==> src/rtl/ioctl_upload_server.sv <==
// ioctl_upload_server: serves a RAM window to the HPS over the ioctl upload path.
// Define UPLOAD_CHECKSUM_EN to return ~(sum of served bytes) at offset LEN.
module ioctl_upload_server #(
  parameter int         ADDR_W = 12,
  parameter int         BASE   = 0,
  parameter int         LEN    = 256,
  parameter logic [7:0] INDEX  = 8'd4,
  parameter int         RD_LAT = 1
) (
  input  logic              clk,
  input  logic              reset_n,
  input  logic              ioctl_upload,
  input  logic [7:0]        ioctl_index,
  input  logic [24:0]       ioctl_addr,
  input  logic              ioctl_rd,
  output logic [7:0]        ioctl_din,
  output logic              ioctl_wait,
  output logic              ioctl_upload_req,
  input  logic              autosave,
  input  logic              osd_open,
  output logic              pause_req,
  input  logic              paused,
  output logic [ADDR_W-1:0] ram_addr,
  output logic              ram_rd,
  input  logic [7:0]        ram_q,
  input  logic              cpu_wr,
  input  logic [ADDR_W-1:0] cpu_addr
);
  typedef enum logic [1:0] {IDLE, PAUSE, READY, FETCH} state_t;
  state_t state, state_nx;
  logic upload_q, osd_q, pend, dirty, start, stop, req, hit, done, wr_hit;
  logic [24:0] offs, a;
  logic [1:0] cnt;
  logic [7:0] oor;
  logic [31:0] woff;
  assign start = ioctl_upload && !upload_q && ioctl_index == INDEX;
  assign stop = !ioctl_upload && state != IDLE;
  assign req = state == READY && (pend || ioctl_rd);
  assign a = pend ? offs : ioctl_addr;
  assign hit = a < 25'(LEN);
  assign done = state == FETCH && cnt == 2'(RD_LAT);
  // unsigned wrap makes addresses below BASE compare as huge, so one test covers both bounds
  assign woff = 32'(cpu_addr) - 32'(BASE);
  assign wr_hit = cpu_wr && woff < 32'(LEN);
  always_ff @(posedge clk or negedge reset_n)
    if (!reset_n) state <= IDLE;
    else state <= state_nx;
  always_comb begin
    state_nx = state;
    pause_req = 1'b0;
    ioctl_wait = 1'b0;
    ram_rd = 1'b0;
    ram_addr = '0;
    state_nx = stop ? IDLE :
               state == IDLE && start ? PAUSE :
               state == PAUSE && paused ? READY :
               req && hit ? FETCH :
               done ? READY : state;
    pause_req = state != IDLE;
    ioctl_wait = state == PAUSE || state == FETCH || (state == READY && pend);
    ram_rd = state == FETCH && cnt == 2'd0;
    ram_addr = state == FETCH ? ADDR_W'(BASE) + offs[ADDR_W-1:0] : '0;
  end
  always_ff @(posedge clk or negedge reset_n)
    if (!reset_n) begin
      upload_q <= 1'b0;
      osd_q <= 1'b0;
      ioctl_upload_req <= 1'b0;
      dirty <= 1'b0;
      cnt <= 2'd0;
      pend <= 1'b0;
      offs <= '0;
      ioctl_din <= 8'h00;
    end else begin
      upload_q <= ioctl_upload;
      osd_q <= osd_open;
      ioctl_upload_req <= osd_open && !osd_q && autosave && dirty && state == IDLE;
      dirty <= wr_hit || (dirty && !stop);
      cnt <= state == FETCH && !done ? cnt + 2'd1 : 2'd0;
      pend <= !stop && (state == PAUSE ? pend || ioctl_rd : pend && !req);
      if (state == PAUSE && ioctl_rd) offs <= ioctl_addr;
      else if (req) offs <= a;
      if (!stop && req && !hit) ioctl_din <= oor;
      else if (!stop && done) ioctl_din <= ram_q;
    end
`ifdef UPLOAD_CHECKSUM_EN
  logic [7:0] acc;
  assign oor = a == 25'(LEN) ? ~acc : 8'hFF;
  always_ff @(posedge clk or negedge reset_n)
    if (!reset_n) acc <= 8'h00;
    else if (done && !stop) acc <= (offs == '0 ? 8'h00 : acc) + ram_q;
`else
  assign oor = 8'hFF;
`endif
endmodule

==> config.mk <==
export PLATFORM = sky130hd
export DESIGN_NAME = ioctl_upload_server
export DESIGN_NICKNAME = d
export VERILOG_FILES = /design/src/rtl/ioctl_upload_server.sv
export SDC_FILE = /design/constraint.sdc
export NUM_CORES = 1
export LEC_CHECK = 0
export ABC_AREA = 0
export BUFFER_PORTS_ARGS = -buffer_cell sky130_fd_sc_hd__buf_2
export CAP_MARGIN = 20
export CORE_ASPECT_RATIO = 1.75
export CORE_MARGIN = 3
export CORE_UTILIZATION = 47
export CTS_BUF_LIST = sky130_fd_sc_hd__clkbuf_16
export DETAILED_ROUTE_END_ITERATION = 8
export PLACE_DENSITY = 0.79
export SYNTH_ARGS = -nofsm -noshare
export SYNTH_HDL_FRONTEND = slang
export SYNTH_SLANG_ARGS = --single-unit
==> constraint.sdc <==
create_clock -name clk -period 2 [get_ports clk]
set_clock_uncertainty 0.15 [all_clocks]
set_input_delay 0.1 -clock clk [delete_from_list [all_inputs] [get_ports clk]]
set_output_delay 0.1 -clock clk [all_outputs]
set_load 0.01 [all_outputs]
==> impl_metrics.tcl <==
set metrics [dict create \
    outcome "finished clean" \
    cts_tree "done" \
    hold_violations 0 \
    power_density_mw_per_mm2 629.7 \
    vias 1716 \
    ant_nets 0 \
    syn_nets 223 \
    cp-end-kind "flip-flop" \
    fmax_ghz 0.5392 \
    holdPathEnd "offs[22]" \
    final_common_cell "buf_2" \
    nets 344 \
    seq_power_share 0.484 \
    h-tree-depth 2 \
    dp_worst_setup_slack_ns 0.1729 \
    seq_area_frac_synth 0.5240 \
    core_area_mm2 0.003979 \
    p_sw_uw 403.4 \
    critPathMaxStageDelay_ns 0.43 \
    leakage_uw 0.001680 \
    arrival_ns 1.87 \
    first_global_vias 1871 \
    layout_common_cells "76 x buf_2, 42 x dfrtp_1, 40 x dlygate4sd3_1, 20 x mux2_4, 13 x and3_1" \
    final_cells 330 \
    grt_pass1_wl_um 8597 \
    regToRegSetupSlack_ns 0.15 \
    wl_per_cell_um 15.41 \
    period_needed_ns 1.855 \
    hp-start "ioctl_addr[22]" \
    place_inst 282 \
    overflow 0 \
    area_growth_syn_to_layout_pct 48.85 \
    fp.dieH_um 92.42 \
    detailed_place_hpwl_um 3217 \
    yosys_warnings 0 \
    cts_made_buffers 5 \
    antenna_found_initial 0 \
    pwr-share-clk 0.400 \
    yosysUniqueCellTypes 30 \
    viasPerCell 5.200 \
    slew_headroom 0.3931 \
    hold_class "in2reg" \
    numClockSinks 42 \
    worst_pin_slew_ns 0.9104 \
    gr-usage-all-layers 0.2136 \
    cts_resized 0 \
    dieArea_mm2 0.005118 \
    syn_inst 160 \
    drtPass1Iterations 4 \
    holdBufCountCts 40 \
    rsz0062_at_grt "false" \
    r2r-end "offs[13]" \
    critPathSlowestCell "dfrtp_1" \
    insertion_delay_ns 0.28 \
    avgSynthCellArea_um2 12.54 \
    diodes 0 \
    synth-seq-cells 42 \
    drt-total-wl_um 5085 \
    cts_root_buffer "clkbuf_16" \
    io_buffer_count 76 \
    setup_viol 0 \
    path_clk_slew_ns 0.06 \
    p_int_uw 1477 \
    start_kind "flip-flop" \
    die_w_um 55.38 \
    min_path_cells 4 \
    r2r_start "pend" \
    globalplace.congestion 0.7188 \
    pin_count 85 \
    drive_gt1_frac 0.4043 \
    max-vdd-ir-drop_mv 0.6071 \
    worstPathCellList "and2b_1, o21ai_1, nand2b_1, buf_12, mux2_2" \
    cts_buffer_depth 2 \
    path_max_fanout 24 \
    initial_core_util 0.5041 \
    fin_setup_tns_ns 0 \
    ff2ff_path_depth 5 \
    fin_crit_sh 0.9273 \
    slew_viol_final 0 \
    rows 30 \
    switching_share 0.2145 \
    p_comb_frac 0.116 \
    dr.first_iter.drc_count 28 \
    required_ns 2.01 \
    drc 0 \
    drv_cap 0 \
    setup_ws_ns 0.1454 \
    grt_max_degree 43 \
    syn-cell-area_mm2 0.002006 \
    postCtsSetupRepairBufs 0 \
    path_class "reg2reg" \
]
-- registers in the layout (all words and copies together), names as in the netlist --
signal,cells
cnt,2
dirty,1
ioctl_din,8
ioctl_upload_req,1
offs,25
osd_q,1
pend,1
state,2
upload_q,1
-- through the flow --
step / hold WS (ns) / cell area [um^2] / total power, uW / util
global placement: 0.07584 / 2447 / 1075 / 0.6151
floorplan: -0.3456 / 2006 / 985.1 / -
global route: 0.07464 / 2985 / 1956 / 0.7503
CTS: 0.06589 / 2985 / 1890 / 0.7503
finish: 0.06248 / 2985 / 1880 / 0.7503
detailed placement: 0.07525 / 2447 / 1080 / 0.6151
-- power by group through the flow --
stage / combinational, uW / sequential (uW) / clock (uW)
6_report: 218 / 910 / 752
3_3_place_gp: 152 / 923 / 0
4_1_cts: 216 / 910 / 765
3_5_place_dp: 156 / 924 / 0
5_1_grt: 239 / 915 / 803
2_1_floorplan: 66.7 / 918 / 0
-- cell families after synthesis --
logic type | Yosys count | synth area share
buffers and inverters | 12 | 0.03555
flip-flops | 42 | 0.5240
AO/OA/AOI/OAI | 20 | 0.05677
adder cells (fa/ha/maj) | 2 | 0.01247
AND/OR/NAND/NOR | 50 | 0.1491
multiplexers | 34 | 0.2221
-- cells in the mapped netlist --
library cell / instances / area [um^2]
mux2i_1: 10 / 100.1
mux2_2: 4 / 45.04
nor2b_1: 1 / 6.260
o21ai_1: 3 / 15.01
ha_1: 2 / 25.02
buf_2: 3 / 15.01
nand2_1: 6 / 22.52
nand2b_1: 2 / 12.51
a21o_1: 2 / 15.01
a32oi_1: 1 / 8.760
and4b_1: 1 / 10.01
nor4b_1: 3 / 26.28
nand4_2: 1 / 12.51
nand4_1: 2 / 12.51
mux2_4: 20 / 300.3
and3_1: 13 / 81.33
and2b_1: 1 / 7.510
a21oi_2: 1 / 8.760
nor3b_1: 2 / 15.01
dfrtp_1: 42 / 1051
nor2_1: 7 / 26.28
clkbuf_1: 2 / 7.510
nor3_1: 4 / 20.02
buf_6: 3 / 33.78
o22ai_1: 1 / 6.260
a21oi_1: 2 / 10.01
nor4_1: 6 / 37.54
nand4b_1: 1 / 8.760
o21ai_0: 10 / 50.05
inv_1: 4 / 15.01
-- layer usage --
metal	global-route usage	part of all wire	vias up
li1	-	-	820
met4	0.07302	0.015	0
met3	0.04184	0.053	6
met2	0.4111	0.57	61
met1	0.2244	0.36	829
met5	0	0	-
-- worst max path at each step --
stage                    end  startpoint  cells after the start
floorplan            offs[0]    state[1]                      6
finish              offs[13]        pend                      5
global route        offs[13]        pend                      5
global placement    offs[14]        pend                      5
CTS                 offs[16]        pend                      5
detailed placement  offs[15]        pend                      5
-- worst max-delay path, delay by kind of cell, from the launching register on --
family                 cells  cell delay (ns)
DFF                        1             0.43
and+or+nand+nor            2             0.39
muxes                      1             0.36
buffers and inverters      1             0.21
AOI/OAI and AO/OA          1             0.19
-- cell type report --
class	count	area [um^2]
fill	289	993.5
tap	48	60.06
clock buffer	5	125.1
inverter	4	15.01
sequential	42	1051
timing repair buffer	122	838.3
multi-input combinational	106	883.3
clock inverter	3	12.51
Note: power is estimated with default switching activity, not from simulation.
